==> src/rtl/i2s_rx_pkg.sv <==
// Shared types and defaults for the oversampled I2S receiver.
// Channel and state encodings are enums so comparisons stay readable.
package i2s_rx_pkg;

    localparam int unsigned AUDIO_DW_DEF    = 8;
    localparam int unsigned TIMEOUT_CYC_DEF = 255;

    typedef enum logic {
        WS_LEFT  = 1'b0,
        WS_RIGHT = 1'b1
    } ws_ch_e;

    typedef enum logic {
        ST_SYNC = 1'b0,
        ST_RUN  = 1'b1
    } rx_state_e;

endpackage

==> src/rtl/i2s_rx_if.sv <==
// I2S line inputs plus the deserialised word/strobe outputs of i2s_rx.
// slave = receiver side, master = source/consumer side.
interface i2s_rx_if
    import i2s_rx_pkg::*;
#(
    parameter int unsigned AUDIO_DW = AUDIO_DW_DEF
);
    logic                sck_i;
    logic                ws_i;
    logic                sd_i;
    logic [AUDIO_DW-1:0] l_data_o;
    logic [AUDIO_DW-1:0] r_data_o;
    logic                l_valid_o;
    logic                r_valid_o;
    logic                short_o;
    logic                sync_o;

    modport slave (
        input  sck_i, ws_i, sd_i,
        output l_data_o, r_data_o, l_valid_o, r_valid_o, short_o, sync_o
    );

    modport master (
        output sck_i, ws_i, sd_i,
        input  l_data_o, r_data_o, l_valid_o, r_valid_o, short_o, sync_o
    );
endinterface

==> src/rtl/i2s_rx_sync_2ff_edge.sv <==
// Two-flop synchroniser for an asynchronous input; optionally a third flop
// provides a single-cycle rising-edge indication on the synchronised signal.
module sync_2ff_edge
    import i2s_rx_pkg::*;
#(
    parameter bit EDGE_EN = 1'b0
) (
    input  logic i_clk,
    input  logic i_rst,
    input  logic i_d,
    output logic o_q,
    output logic o_rise
);
    logic r_s1;
    logic r_s2;

    always_ff @(posedge i_clk) begin
        if (i_rst) begin
            r_s1 <= 1'b0;
            r_s2 <= 1'b0;
        end else begin
            r_s1 <= i_d;
            r_s2 <= r_s1;
        end
    end

    assign o_q = r_s2;

    generate
        if (EDGE_EN) begin : g_edge
            logic r_s3;
            always_ff @(posedge i_clk) begin
                if (i_rst) begin
                    r_s3 <= 1'b0;
                end else begin
                    r_s3 <= r_s2;
                end
            end
            assign o_rise = r_s2 & ~r_s3;
        end else begin : g_no_edge
            assign o_rise = 1'b0;
        end
    endgenerate
endmodule

==> src/rtl/i2s_rx.sv <==
// Oversampled Philips-I2S slave receiver: deserialises MSB-first slots and
// publishes left/right words with one-cycle strobes once frame sync is found.
module i2s_rx
    import i2s_rx_pkg::*;
#(
    parameter int unsigned AUDIO_DW    = AUDIO_DW_DEF,
    parameter int unsigned TIMEOUT_CYC = TIMEOUT_CYC_DEF
) (
    input  logic    clk_i,
    input  logic    rst_i,
    i2s_rx_if.slave bus
);
    localparam int unsigned CW = $clog2(AUDIO_DW + 1);
    localparam int unsigned TW = $clog2(TIMEOUT_CYC + 1);
    localparam logic [CW-1:0]       CNT_FULL = CW'(AUDIO_DW);
    localparam logic [TW-1:0]       TO_TERM  = TW'(TIMEOUT_CYC);
    localparam logic [AUDIO_DW-1:0] MSB_ONE  = {1'b1, {(AUDIO_DW-1){1'b0}}};

    logic w_sck_rise;
    logic w_ws_s;
    logic w_sd_s;
    logic w_unused_sck_q;
    logic w_unused_ws_rise;
    logic w_unused_sd_rise;

    sync_2ff_edge #(.EDGE_EN(1'b1)) u_sync_sck (
        .i_clk  (clk_i),
        .i_rst  (rst_i),
        .i_d    (bus.sck_i),
        .o_q    (w_unused_sck_q),
        .o_rise (w_sck_rise)
    );

    sync_2ff_edge #(.EDGE_EN(1'b0)) u_sync_ws (
        .i_clk  (clk_i),
        .i_rst  (rst_i),
        .i_d    (bus.ws_i),
        .o_q    (w_ws_s),
        .o_rise (w_unused_ws_rise)
    );

    sync_2ff_edge #(.EDGE_EN(1'b0)) u_sync_sd (
        .i_clk  (clk_i),
        .i_rst  (rst_i),
        .i_d    (bus.sd_i),
        .o_q    (w_sd_s),
        .o_rise (w_unused_sd_rise)
    );

    rx_state_e           r_state;
    rx_state_e           w_state_nxt;
    logic [AUDIO_DW-1:0] r_shreg;
    logic [AUDIO_DW-1:0] w_shreg_nxt;
    logic [AUDIO_DW-1:0] w_shreg_cap;
    logic [AUDIO_DW-1:0] w_bit_mask;
    logic [CW-1:0]       r_bit_cnt;
    logic [CW-1:0]       w_bit_cnt_nxt;
    logic [CW-1:0]       w_bit_cnt_cap;
    ws_ch_e              r_ws_prev;
    ws_ch_e              w_ws_prev_nxt;
    logic [TW-1:0]       r_to_cnt;
    logic [TW-1:0]       w_to_cnt_nxt;
    logic                w_slot_edge;
    logic [AUDIO_DW-1:0] r_l_data;
    logic [AUDIO_DW-1:0] w_l_data_nxt;
    logic [AUDIO_DW-1:0] r_r_data;
    logic [AUDIO_DW-1:0] w_r_data_nxt;
    logic                r_l_valid;
    logic                w_l_valid_nxt;
    logic                r_r_valid;
    logic                w_r_valid_nxt;
    logic                r_short;
    logic                w_short_nxt;

    always_ff @(posedge clk_i) begin
        if (rst_i) begin
            r_state <= ST_SYNC;
        end else begin
            r_state <= w_state_nxt;
        end
    end

    // Mask selects the bit slot for the current count; it is zero once the
    // count saturates, so surplus bits leave the word untouched.
    assign w_bit_mask    = MSB_ONE >> r_bit_cnt;
    assign w_shreg_cap   = (r_shreg & ~w_bit_mask) | ({AUDIO_DW{w_sd_s}} & w_bit_mask);
    assign w_bit_cnt_cap = (r_bit_cnt < CNT_FULL) ? r_bit_cnt + 1'b1 : r_bit_cnt;
    assign w_slot_edge   = w_sck_rise && (ws_ch_e'(w_ws_s) != r_ws_prev);

    always_comb begin
        w_state_nxt   = r_state;
        w_shreg_nxt   = r_shreg;
        w_bit_cnt_nxt = r_bit_cnt;
        w_ws_prev_nxt = r_ws_prev;
        w_to_cnt_nxt  = (r_to_cnt == TO_TERM) ? r_to_cnt : r_to_cnt + 1'b1;
        w_l_data_nxt  = r_l_data;
        w_r_data_nxt  = r_r_data;
        w_l_valid_nxt = 1'b0;
        w_r_valid_nxt = 1'b0;
        w_short_nxt   = 1'b0;

        if (w_sck_rise) begin
            w_to_cnt_nxt  = '0;
            w_ws_prev_nxt = ws_ch_e'(w_ws_s);
            if (w_slot_edge) begin
                // The edge bit closes the previous slot; in SYNC that slot is partial.
                if (r_state == ST_RUN) begin
                    w_short_nxt = (w_bit_cnt_cap < CNT_FULL);
                    if (r_ws_prev == WS_LEFT) begin
                        w_l_valid_nxt = 1'b1;
                        w_l_data_nxt  = w_shreg_cap;
                    end else begin
                        w_r_valid_nxt = 1'b1;
                        w_r_data_nxt  = w_shreg_cap;
                    end
                end
                w_state_nxt   = ST_RUN;
                w_shreg_nxt   = '0;
                w_bit_cnt_nxt = '0;
            end else begin
                w_shreg_nxt   = w_shreg_cap;
                w_bit_cnt_nxt = w_bit_cnt_cap;
            end
        end else if (r_to_cnt == TO_TERM) begin
            w_state_nxt   = ST_SYNC;
            w_shreg_nxt   = '0;
            w_bit_cnt_nxt = '0;
        end
    end

    always_ff @(posedge clk_i) begin
        if (rst_i) begin
            r_shreg   <= '0;
            r_bit_cnt <= '0;
            r_ws_prev <= WS_LEFT;
            r_to_cnt  <= '0;
            r_l_data  <= '0;
            r_r_data  <= '0;
            r_l_valid <= 1'b0;
            r_r_valid <= 1'b0;
            r_short   <= 1'b0;
        end else begin
            r_shreg   <= w_shreg_nxt;
            r_bit_cnt <= w_bit_cnt_nxt;
            r_ws_prev <= w_ws_prev_nxt;
            r_to_cnt  <= w_to_cnt_nxt;
            r_l_data  <= w_l_data_nxt;
            r_r_data  <= w_r_data_nxt;
            r_l_valid <= w_l_valid_nxt;
            r_r_valid <= w_r_valid_nxt;
            r_short   <= w_short_nxt;
        end
    end

    assign bus.l_data_o  = r_l_data;
    assign bus.r_data_o  = r_r_data;
    assign bus.l_valid_o = r_l_valid;
    assign bus.r_valid_o = r_r_valid;
    assign bus.short_o   = r_short;
    assign bus.sync_o    = (r_state == ST_RUN);
endmodule

==> src/flat_wrapper.sv <==
// flat-port wrapper written by rule: the top's interface ports become plain ports
module i2s_rx_flat import i2s_rx_pkg::*;
#(
    parameter int unsigned AUDIO_DW    = AUDIO_DW_DEF,
    parameter int unsigned TIMEOUT_CYC = TIMEOUT_CYC_DEF
)
  (clk_i, rst_i, bus_sck_i, bus_ws_i, bus_sd_i, bus_l_data_o, bus_r_data_o, bus_l_valid_o, bus_r_valid_o, bus_short_o, bus_sync_o);
  i2s_rx_if #(.AUDIO_DW(AUDIO_DW)) bus_i ();
  input  logic clk_i;
  input  logic rst_i;
  input wire logic [$bits(bus_i.sck_i)-1:0] bus_sck_i;
  input wire logic [$bits(bus_i.ws_i)-1:0] bus_ws_i;
  input wire logic [$bits(bus_i.sd_i)-1:0] bus_sd_i;
  output wire logic [$bits(bus_i.l_data_o)-1:0] bus_l_data_o;
  output wire logic [$bits(bus_i.r_data_o)-1:0] bus_r_data_o;
  output wire logic [$bits(bus_i.l_valid_o)-1:0] bus_l_valid_o;
  output wire logic [$bits(bus_i.r_valid_o)-1:0] bus_r_valid_o;
  output wire logic [$bits(bus_i.short_o)-1:0] bus_short_o;
  output wire logic [$bits(bus_i.sync_o)-1:0] bus_sync_o;
  assign bus_i.sck_i = bus_sck_i;
  assign bus_i.ws_i = bus_ws_i;
  assign bus_i.sd_i = bus_sd_i;
  assign bus_l_data_o = bus_i.l_data_o;
  assign bus_r_data_o = bus_i.r_data_o;
  assign bus_l_valid_o = bus_i.l_valid_o;
  assign bus_r_valid_o = bus_i.r_valid_o;
  assign bus_short_o = bus_i.short_o;
  assign bus_sync_o = bus_i.sync_o;
  i2s_rx #(.AUDIO_DW(AUDIO_DW), .TIMEOUT_CYC(TIMEOUT_CYC)) u_core (.clk_i(clk_i), .rst_i(rst_i), .bus(bus_i));
endmodule
==> config.mk <==
export PLATFORM = sky130hd
export DESIGN_NAME = i2s_rx_flat
export DESIGN_NICKNAME = d
export VERILOG_FILES = /design/src/rtl/i2s_rx_pkg.sv /design/src/rtl/i2s_rx_if.sv /design/src/rtl/i2s_rx_sync_2ff_edge.sv /design/src/rtl/i2s_rx.sv /design/src/flat_wrapper.sv
export SDC_FILE = /design/constraint.sdc
export NUM_CORES = 1
export LEC_CHECK = 0
export ABC_AREA = 1
export BUFFER_PORTS_ARGS = -buffer_cell sky130_fd_sc_hd__buf_2
export CAP_MARGIN = 20
export CORE_AREA = 2 2 62 122
export CTS_CLUSTER_SIZE = 14
export DETAILED_ROUTE_END_ITERATION = 7
export DIE_AREA = 0 0 64 124
export GPL_ROUTABILITY_DRIVEN = 0
export PLACE_DENSITY = 0.53
export SYNTH_ARGS = -nofsm -noshare
export SYNTH_HDL_FRONTEND = slang
export SYNTH_SLANG_ARGS = --single-unit
==> constraint.sdc <==
create_clock -name clk_i -period 1.6 [get_ports clk_i]
set_input_delay 0 -clock clk_i [delete_from_list [all_inputs] [get_ports clk_i]]
set_output_delay 0 -clock clk_i [all_outputs]
set_load 0.01 [all_outputs]
### Word level (Yosys, flattened, before mapping)

Cells that the tools add are included.

* bits in registers: 48
* input bits: 5
* output and inout bits: 20
* word-level logic and storage cells: 54

* add/sub/neg operators: 2
* $lt $le $gt $ge: 2
* equality and inequality tests: 3
* shift operators: 1
* mux-type cells: 12
* bitwise logic cells: 10
* reductions and logical operators: 7

Operator list (number)
* $mux W8: 3
* $and A8 B8 Y8: 2
* $mux W4: 4
* $add A8 B1 Y8 const B: 1
* $eq A8 B8 Y1 const B: 1
* $lt A4 B4 Y1 const B: 2
* $not A8 Y8: 1
* $or A8 B8 Y8: 1
* $reduce_and A4 Y1: 2
* $shr A8 B4 Y8 const A: 1
* $mux W1: 5
* $not A1 Y1: 5
* $add A4 B1 Y4 const B: 1
* $reduce_or A4 Y1: 1
* $ne A2 B2 Y1 const B: 1
* $reduce_and A2 Y1: 1
* $reduce_bool A2 Y1: 1
* $reduce_or A2 Y1: 1
* $and A1 B1 Y1: 1
* $logic_and A1 B1 Y1: 1
* $ne A1 B1 Y1: 1

### Logic depth before layout (Yosys ltp)

Gate-level depths: netlist of the first run.

* depth in word-level cells: 6
* gate-level depth with buffers: 9
* mapped depth without buffers: 8

### Cells and area by module

A second synthesis of the first run with hierarchy kept.

* cells, all modules: 268
* area, all modules: 1996.9 um^2

By module, submodules not included
* i2s_rx: times used 1, cells an instance 242, area an instance 1778.0 um^2, seq. area each 820.8 um^2
* sync_2ff_edge (u_core.u_sync_sd ...): times used 2, cells an instance 8, area an instance 66.3 um^2, seq. area each 40.0 um^2
* sync_2ff_edge (u_core.u_sync_sck): times used 1, cells an instance 10, area an instance 86.3 um^2, seq. area each 60.1 um^2

### Worst setup path before layout of the first run

No wires, ideal clock.

* kind: register -> register
* start: register u_core.r_to_cnt[0]
* end: register u_core.r_to_cnt[1]
* setup time: 115 ps
* data arrival time: 1184 ps
* data required time: 1485 ps
* path slack: 301 ps
* stages on the path, launching flop included: 8
* buffers on the path: 1
* period minus slack after synthesis: 1299 ps
* path through: dfxtp_1 > ha_1 > nand2_1 > nor2_1 > nand2_2 > buf_2 > o21ai_1 > nor2_1

* word-level cells in the longest chain between the ends: 1
* elaborated cells on any way between the ends: 2
* classes of those cells: add/sub (1); eq/ne (1)

RTL lines
* start, declared: RTL line i2s_rx.sv:61 `logic [TW-1:0] r_to_cnt;`
* start signal, assigned: RTL line i2s_rx.sv:146 `r_to_cnt <= w_to_cnt_nxt;`
* $add A8 B1 Y8 or $eq A8 B8 Y1 (tied branches): RTL line i2s_rx.sv:95 `w_to_cnt_nxt = (r_to_cnt == TO_TERM) ? r_to_cnt : r_to_cnt + 1'b1;`

Parallel ways exist; a longest one is shown, timed or not.
A chain may end at the register's enable or synchronous reset.

### Worst setup path in the final report of the first run

* start: register u_core.r_ws_prev
* end: register u_core.r_l_data[0] (netlist: u_core.bus.l_data_o[0])

* word-level cells in the longest chain between the ends: 3
* elaborated cells on any way between the ends: 4
* classes of those cells: eq/ne (1); bitwise (1); reduce/logical (2)

RTL lines
* start, declared: RTL line i2s_rx.sv:59 `ws_ch_e r_ws_prev;`
* start signal, assigned: RTL line i2s_rx.sv:145 `r_ws_prev <= w_ws_prev_nxt;`
* $ne A1 B1 Y1: RTL line i2s_rx.sv:88 `assign w_slot_edge = w_sck_rise && (ws_ch_e'(w_ws_s) != r_ws_prev);`
* $logic_and A1 B1 Y1: RTL line i2s_rx.sv:88
* $reduce_and A4 Y1 (no line) (*)
* end signal, assigned: RTL line i2s_rx.sv:147 `r_l_data <= w_l_data_nxt;`
* end, declared: RTL line i2s_rx.sv:64 `logic [AUDIO_DW-1:0] r_l_data;`

Mark *: on every way between the ends. The rest lies on a longest branch, timed or not.

==> results.cfg, run 1 <==
[status]
status = finished, final reports clean

[synthesis]
asyncSetResetFlopFracSynth_pct = 0
synth_warnings = 0
synth_most_common_cell = nand2_1
synth_edf_count = 0
yosys.area.top_type = dfxtp_1
synth_area_leaders = dfxtp_1 (46%), nand2_1 (13%), nor2_1 (9.7%), inv_1 (6.3%), a21oi_1 (4.3%)
ys.flop_type = dfxtp_1
synth_commonest_cells = nand2_1 (70), nor2_1 (54), dfxtp_1 (48)
syn_avg_cell_area_um2 = 7.15
synth_top_area_share_pct = 46.0
synthCells = 292
ys_ff_latch = 48
synth_seq_area_share_pct = 46.0
synthesis.nets = 304
syn_area_mm2 = 0.00209
synthDistinctLibCells = 24

[timing]
worst_slack_ns = 0.193
fmax_mhz = 711
rsz0062_at_grt = yes
post-route-min-period_ns = 1.41
setup_violations = 0
tightest_slew_ns = 0.406
slew_headroom_pct = 72.7
slew_violations = 0
finalHoldViolCount = 0
post-route-period-util_pct = 87.9
clock_skew_ns = 0.00347

[grt]
grt.total_usage_pct = 12.4
grt_busiest_layer = met2
grtUsageMet3_pct = 3.25
met1_usage_pct = 11.9
grt_pass1_vias = 1757
grt_max_degree = 18
met2_usage_pct = 23.5
antenna_found_initial = 0
grt_pass1_wl_um = 7590
grt-ovfl-total = 0

[worst_hold_path]
hold_path_depth = 2
min_to = u_core.u_sync_ws.o_q$_SDFF_PP0_
hold_path.class = flip-flop to flip-flop
hold_start = u_core.u_sync_ws.r_s1$_SDFF_PP0_

[routing]
ant_nets = 0
drt-initial-drc-count = 118
totalWireLength_um = 4400
viasPerCell = 4.35
route.detailed.drc = 0
wire_per_inst_um = 10.3
drt_first_pass_iters = 4
vias = 1848

[worst_setup_path]
r2r_end = u_core.bus.l_data_o[0]$_SDFFE_PP0P_
worstRegToRegCells = 7
critPathRequiredTime_ns = 1.78
startpoint_type = flip-flop
r2r_start = u_core.r_ws_prev$_SDFFE_PP0P_
path_max_fanout = 17
setup.worst_path.end_class = flip-flop
r2r_slack_ns = 0.19
cp.arrival_ns = 1.59
path_class = flip-flop to flip-flop

[clocking]
clk_path_buf_depth = 2
insertion_delay_ns = 0.29
post_cts_buffers = 0
root_buffer = clkbuf_16
clkSlewWorstSetupHoldPaths_ns = 0.06
cts_max_level = 2
clkSinkCount = 48
cts_tree = yes
cts_buffers = 5

[floorplan]
start_util_pct = 30.1
core-area_mm2 = 0.00694
die_w_um = 64
io_pins = 25
die_area_mm2 = 0.00794
fp-row-count = 43
chipHeight_um = 124

[pwr]
vdd.ir_drop.worst_v = 0.000526
power.leakage_nw = 1.25
powerDensity_mw_per_mm2 = 997
total_power_w = 0.00260

[finish]
nets = 346
final_util_pct = 37.6
multi_input_area_um2 = 931
final_layout_size_suffix_gt1_share_pct = 16.4
syn2layout_area_growth_pct = 24.9
fin_cells = 425
fillers = 740
register_area_um2 = 961
num_antenna_cells = 0

[placement]
dp_worst_setup_slack_ns = 0.187
io_buffers = 24
hpwl_um = 3260
dp.cells = 410

[flow_run]
max_cap_viol_count = 0
-- power by group --
part / internal [W] / switching [W]
clock: 0.000823 / 0.000437
sequential: 0.00121 / 0.0000109
combinational: 0.0000478 / 0.0000685
-- cell families (layout without fill, tap and decap cells) --
logic type / Yosys count / after routing / share of synthesized area (%)
and+or+nand+nor: 155 / 155 / 31.4
adders and majority gates: 7 / 7 / 4.20
DFF: 48 / 48 / 46.0
AOI/OAI and AO/OA: 36 / 36 / 8.75
buffers and inverters: 46 / 89 / 9.59
-- metrics by stage --
stage | TNS (ns) | instance area [um^2] | hold WS [ns]
3_5_place_dp | 0 | 2350 | 0.213
6_report | 0 | 2610 | 0.402
3_3_place_gp | 0 | 2350 | 0.215
4_1_cts | 0 | 2600 | 0.406
5_1_grt | -0.00596 | 2610 | 0.428
2_1_floorplan | 0 | 2090 | 0.0770
-- cells in the final DEF (no fill, tap or decap) --
cell	count
a21oi_1	18
a31oi_1	2
buf_2	24
buf_4	11
bufinv_16	1
clkbuf_16	5
clkbuf_8	2
clkinv_1	2
dfxtp_1	48
dlygate4sd3_1	7
ha_1	7
inv_1	35
inv_2	2
nand2_1	70
nand2_2	3
nand2_4	1
nand3_1	18
nand3_2	2
nand3b_1	1
nand4_1	1
nor2_1	54
nor2_2	1
nor2_4	2
nor4_1	1
o21ai_0	14
o21ai_1	2
or2_2	1
-- state kept, by name, summed over array words and instances (netlist names), 4 cells and up --
name,count
u_core.r_shreg,8
u_core.r_to_cnt,8
u_core.r_bit_cnt,4
u_core.bus.r_data_o,8
u_core.bus.l_data_o,8
-- critical path, stage by stage, from the launching register on --
cell and delay (ns):
dfxtp_1 0.38, inv_1 0.08, nand2_1 0.07, nand2_2 0.08
nor2_4 0.12, nand3_2 0.31, nor2_1 0.20, nor2_1 0.06
-- metal layers --
layer,vias up,share of wire (%)
li1,986,-
met1,825,39
met4,0,2.5
met3,8,3.1
met5,-,0
met2,29,55
-- timing repair --
action	4_1_cts	5_1_grt
resized for setup	0	2
hold buffers	7	0
setup endpoints to repair	0	4
hold endpoints to repair	6	0
-- worst max-delay path by stage --
stage / startpoint / to / slack, ns / cells after the start
floorplan: u_core.r_to_cnt[0]$_SDFFE_PP0N_ / u_core.r_to_cnt[1]$_SDFFE_PP0N_ / 0.30 / 7
global placement: u_core.u_sync_sck.o_q$_SDFF_PP0_ / u_core.bus.l_data_o[7]$_SDFFE_PP0P_ / 0.17 / 7
detailed placement: u_core.r_ws_prev$_SDFFE_PP0P_ / u_core.bus.l_data_o[4]$_SDFFE_PP0P_ / 0.19 / 7
CTS: u_core.r_ws_prev$_SDFFE_PP0P_ / u_core.bus.l_data_o[4]$_SDFFE_PP0P_ / 0.16 / 7
global route: u_core.r_ws_prev$_SDFFE_PP0P_ / u_core.bus.r_data_o[6]$_SDFFE_PP0P_ / -0.006 / 8
finish: u_core.r_ws_prev$_SDFFE_PP0P_ / u_core.bus.l_data_o[0]$_SDFFE_PP0P_ / 0.19 / 7
-- area by class of cell --
type / count / share of cell area, %
tap: 90 / 4.32
clock inverter: 1 / 1.15
inverter: 39 / 5.62
sequential: 48 / 36.9
clock buffer: 7 / 5.86
timing repair buffer: 42 / 10.5
multi-input combinational: 198 / 35.7
(Power assumes the default switching activity.)
==> inputs of run 2 (changes only) <==
==> constraint.sdc (replaced) <==
create_clock -name clk_i -period 1.6 [get_ports clk_i]
set_input_delay 0.32 -clock clk_i [delete_from_list [all_inputs] [get_ports clk_i]]
set_output_delay 0.32 -clock clk_i [all_outputs]
set_load 0.01 [all_outputs]
==> run 2 against run 1 <==
Net effect: total power fell by 9.1%; fmax shrank 2.9%; worst setup slack lost 0.042 ns; clock skew is 0.0027 ns higher; final cell count is 1.6% lower; global-route usage shrank 0.21 points.
==> results.cfg, run 2 (synthesis results as in run 1) <==
[status]
status = finished, final reports clean

[timing]
finalHoldViolCount = 0
fin_hold_ws_ns = 0.240
post-route-min-period_ns = 1.45
rsz0062_at_grt = yes
slew_headroom_pct = 70.1
fmax_mhz = 690
slew_violations = 0
worst_slack_ns = 0.151
tightest_slew_ns = 0.444
post-route-period-util_pct = 90.6
setup_violations = 0
clock_skew_ns = 0.00622

[routing]
drt_first_pass_iters = 4
route.detailed.drc = 0
viasPerCell = 4.33
totalWireLength_um = 4500
drt-initial-drc-count = 100
vias = 1810
wire_per_inst_um = 10.8
ant_nets = 0

[clocking]
cts_hold_buf = 0
ctsResizeCount = 0
clkSlewWorstSetupHoldPaths_ns = 0.06
clkSinkCount = 48
cts_tree = yes
cts_max_level = 2
post_cts_buffers = 0
clk_path_buf_depth = 2
insertion_delay_ns = 0.29
cts_buffers = 5
root_buffer = clkbuf_16

[flow_run]
max_cap_viol_count = 0

[grt]
grt_max_degree = 20
grt_pass1_vias = 1642
grt_pass1_wl_um = 7370
antenna_found_initial = 0
grt-ovfl-total = 0
grt.total_usage_pct = 12.2

[worst_setup_path]
cp_slowest_cell = dfxtp_1
max_stage_delay_ns = 0.40
path_class = flip-flop to flip-flop
critPathRequiredTime_ns = 1.82
path_max_fanout = 5
setup.worst_path.end_class = flip-flop
cp.arrival_ns = 1.67
startpoint_type = flip-flop
path_cells = ha_1, ha_1, nand2_1, o21ai_0, nand2_1, a21oi_1

[pwr]
vdd.ir_drop.worst_v = 0.000514
seq_power_share_pct = 51.9
clockPowerShare_pct = 43.9
pwr-share-comb_pct = 4.2
power_switching_w = 0.000492
power.leakage_nw = 1.19
total_power_w = 0.00236
p_int_w = 0.00187
powerDensity_mw_per_mm2 = 944
switching_share_pct = 20.8

[placement]
dp_worst_setup_slack_ns = 0.139
hpwl_um = 3340
io_buffers = 24

[floorplan]
start_util_pct = 30.1
fp-row-count = 43
core-area_mm2 = 0.00694
die_w_um = 64
io_pins = 25
die_area_mm2 = 0.00794
chipHeight_um = 124

[worst_hold_path]
hold_path.class = input pin to flip-flop

[finish]
nets = 339
fillers = 760
final_common_cell = nand2_1
final_cell_mix = nand2_1 (70), nor2_1 (53), dfxtp_1 (48), inv_1 (35), buf_2 (24)
final_layout_size_suffix_gt1_share_pct = 16.5
syn2layout_area_growth_pct = 19.9
num_antenna_cells = 0
final_util_pct = 36.1
## run 2: cell count changes in the layout (fill, tap and decap cells not counted), sizes merged
cell	previous run	this run
dlygate4sd3	7	0
bufinv	1	0
clkbuf	7	8
## run 2: final cells by class
type | count | area, um^2 | area share, %
clock buffers | 8 | 146 | 5.85
inverters | 39 | 146 | 5.85
multi-input cells | 198 | 933 | 37.3
flip-flops and latches | 48 | 961 | 38.4
well taps | 90 | 113 | 4.50
repair buffers | 35 | 203 | 8.10
## run 2: path summary, 6_finish.rpt
kind | from | cells past startpoint | slack (ns) | endpoint
setup / recovery | u_core.r_bit_cnt[1]$_SDFFE_PP0P_ | 6 | 0.15 | u_core.r_shreg[0]$_SDFFE_PP0P_
hold reg to reg | u_core.u_sync_sd.r_s1$_SDFF_PP0_ | 2 | 0.40 | u_core.u_sync_sd.o_q$_SDFF_PP0_
setup reg to reg | u_core.r_bit_cnt[1]$_SDFFE_PP0P_ | 6 | 0.15 | u_core.r_shreg[0]$_SDFFE_PP0P_
hold / removal | bus_sd_i | 3 | 0.24 | u_core.u_sync_sd.r_s1$_SDFF_PP0_
## run 2: layer usage
layer | share of wire, % | track usage, % | vias up
li1 | - | - | 972
met1 | 41 | 11.8 | 795
met2 | 53 | 22.8 | 33
met3 | 2.8 | 2.44 | 10
met4 | 3.1 | 7.74 | 0
met5 | 0 | 0 | -
## run 2: through the flow
step                area (um^2)  cells  TNS (ns)
finish                     2500    418         0
detailed placement         2350    410         0
global route               2500    418   -0.0244
global placement           2350    410         0
CTS                        2490    418         0
floorplan                  2090    292         0
## run 2: critical path: cells and delay by family (launching register included)
kind            cells  cell delay [ns]
compound gates      2             0.46
fa+ha+maj           2             0.37
simple gates        2             0.16
flops               1             0.40
## run 2: power groups by stage
stage | clock (W) | sequential [W] | combinational (W)
4_1_cts | 0.00108 | 0.00123 | 0.000101
2_1_floorplan | 0 | 0.00125 | 0.0000632
5_1_grt | 0.00111 | 0.00123 | 0.000112
3_3_place_gp | 0 | 0.00125 | 0.000101
6_report | 0.00104 | 0.00123 | 0.0000983
3_5_place_dp | 0 | 0.00125 | 0.000101
==> inputs of run 3 (changes only) <==
- ABC_AREA: 1 -> 0
- GPL_TIMING_DRIVEN: not set -> 0
- PLACE_DENSITY: 0.53 -> 0.54
==> run 3 against run 2 <==
Net effect: routed wire length grew 11%; clock-buffer cell count shrank 3; clock power is essentially flat; critical endpoint is now u_core.bus.l_data_o[4]$_SDFFE_PP0P_; largest power group unchanged; highest routed layer unchanged.
==> results.cfg, run 3 <==
[status]
status = finished, final reports clean

[floorplan]
die_w_um = 64
start_util_pct = 30.4
io_pins = 25
die_area_mm2 = 0.00794
fp-row-count = 43
chipHeight_um = 124
core-area_mm2 = 0.00694

[worst_setup_path]
path_class = flip-flop to flip-flop
critPathRequiredTime_ns = 1.81
startpoint_type = flip-flop
setup.worst_path.end_class = flip-flop
cp.arrival_ns = 1.74
path_max_fanout = 7

[clocking]
insertion_delay_ns = 0.29
clk_path_buf_depth = 2
root_buffer = clkbuf_16
clkSlewWorstSetupHoldPaths_ns = 0.07
clkSinkCount = 48
cts_tree = yes
cts_buffers = 5
cts_max_level = 2

[pwr]
vdd.ir_drop.worst_v = 0.000474
total_power_w = 0.00238
power.leakage_nw = 0.977
powerDensity_mw_per_mm2 = 930

[routing]
vias = 1619
drt-initial-drc-count = 52
drt_first_pass_iters = 4
ant_nets = 0
wire_per_inst_um = 15.0
route.detailed.drc = 0
totalWireLength_um = 4990
viasPerCell = 4.88

[synthesis]
synth_warnings = 0
ys_ff_latch = 48
ys.flop_type = dfxtp_1
synth_most_common_cell = dfxtp_1
synth_edf_count = 0
synth_area_leaders = dfxtp_1 (45%), a211oi_1 (7.1%), o2bb2ai_2 (6.4%), a21oi_1 (5.0%), mux2i_1 (4.7%)
syn_avg_cell_area_um2 = 10.1
yosys.area.top_type = dfxtp_1
synthCells = 209
asyncSetResetFlopFracSynth_pct = 0
synth_commonest_cells = dfxtp_1 (48), a21oi_1 (21), a211oi_1 (20)
syn_area_mm2 = 0.00211
synthDistinctLibCells = 39
synth_top_area_share_pct = 45.5
synthesis.nets = 221
synth_seq_area_share_pct = 45.5

[flow_run]
max_cap_viol_count = 0

[grt]
grt_pass1_vias = 1545
antenna_found_initial = 0
grt_max_degree = 17
grt_pass1_wl_um = 7850
grt.total_usage_pct = 13.0
grt-ovfl-total = 0

[timing]
fin_hold_ws_ns = 0.234
post-route-min-period_ns = 1.53
post-route-period-util_pct = 95.7
slew_violations = 0
fmax_mhz = 653
slew_headroom_pct = 66.4
tightest_slew_ns = 0.503
setup_tns_ns = 0
finalHoldViolCount = 0
setup_violations = 0
clock_skew_ns = 0.00587

[placement]
io_buffers = 24
hpwl_um = 3640

[finish]
final_util_pct = 36.9
final_cell_mix = dfxtp_1 (45), buf_2 (28), a21oi_1 (21), a211oi_1 (20), nor2b_1 (11)
num_antenna_cells = 0
final_common_cell = dfxtp_1
nets = 253
syn2layout_area_growth_pct = 21.4
final_layout_size_suffix_gt1_share_pct = 27.7

[worst_hold_path]
hold_path.class = input pin to flip-flop
-- run 3: cell count changes in the layout (fill, tap and decap cells not counted), sizes merged, moves of 13 or more --
cell / before / now
nand2: 74 / 8
inv: 37 / 6
nand3: 20 / 6
o21ai: 16 / 3
a211oi: 0 / 21
nor2: 57 / 2
-- run 3: power by group --
group | total, W | internal [W] | switching [W] | leakage (nW)
Sequential | 0.00123 | 0.00121 | 0.0000153 | 0.390
Combinational | 0.000109 | 0.0000432 | 0.0000656 | 0.517
Clock | 0.00105 | 0.000582 | 0.000466 | 0.0702
Total | 0.00238 | 0.00184 | 0.000547 | 0.977
-- run 3: metrics by stage --
stage               cell area [um^2]  setup WS, ns  cells
CTS                             2510       0.00888    332
detailed placement              2340        -0.136    323
finish                          2560        0.0693    332
global route                    2560      -0.00184    332
global placement                2340        -0.110    323
floorplan                       2110         0.170    209
-- run 3: worst paths after layout --
| check | startpoint | endpoint | slack [ns] | cells after the start |
|---|---|---|---|---|
| setup reg to reg | u_core.r_bit_cnt[0]$_SDFFE_PP0P_ | u_core.bus.l_data_o[4]$_SDFFE_PP0P_ | 0.07 | 6 |
| setup / recovery | u_core.r_bit_cnt[0]$_SDFFE_PP0P_ | u_core.bus.l_data_o[4]$_SDFFE_PP0P_ | 0.07 | 6 |
| hold reg to reg | u_core.u_sync_ws.r_s1$_SDFF_PP0_ | u_core.u_sync_ws.o_q$_SDFF_PP0_ | 0.44 | 1 |
| hold / removal | bus_ws_i | u_core.u_sync_ws.r_s1$_SDFF_PP0_ | 0.23 | 2 |
-- run 3: timing repair --
action	CTS	global route
hold buffers	0	0
pin swaps	0	1
setup buffers	1	0
gates resized for setup	4	17
endpoints found under the setup margin	6	20
cloned	0	1
endpoints found under the hold margin	0	0
-- run 3: layout make-up --
type | instances | area (um^2)
flip-flops and latches | 48 | 965
inverters | 5 | 18.8
clock inverters | 3 | 21.3
fillers | 698 | 4380
plain buffers | 15 | 98.8
multi-input cells | 140 | 1080
well taps | 90 | 113
clock buffers | 5 | 125
repair buffers | 26 | 139
-- run 3: per-layer routing --
metal	vias to the layer above	track usage, %	part of all wire (%)
li1	827	-	-
met1	763	13.6	38
met2	22	24.6	57
met3	7	1.90	2.0
met4	0	6.93	3.2
met5	-	0	0
-- run 3: logic make-up after synthesis --
logic type | count (synthesis) | share of synthesized area (%)
flip-flops | 48 | 45.5
XOR/XNOR | 1 | 0.415
buffers and inverters | 21 | 5.57
AO/OA/AOI/OAI | 63 | 23.0
adder cells (fa/ha/maj) | 7 | 4.15
multiplexers | 10 | 4.74
AND/OR/NAND/NOR | 59 | 16.6
-- run 3: critical path, stage by stage, from the launching register on --
cell      delay [ns]
dfxtp_2         0.35
ha_2            0.20
ha_1            0.19
nor2b_1         0.14
mux2i_2         0.16
buf_4           0.18
a211oi_1        0.22
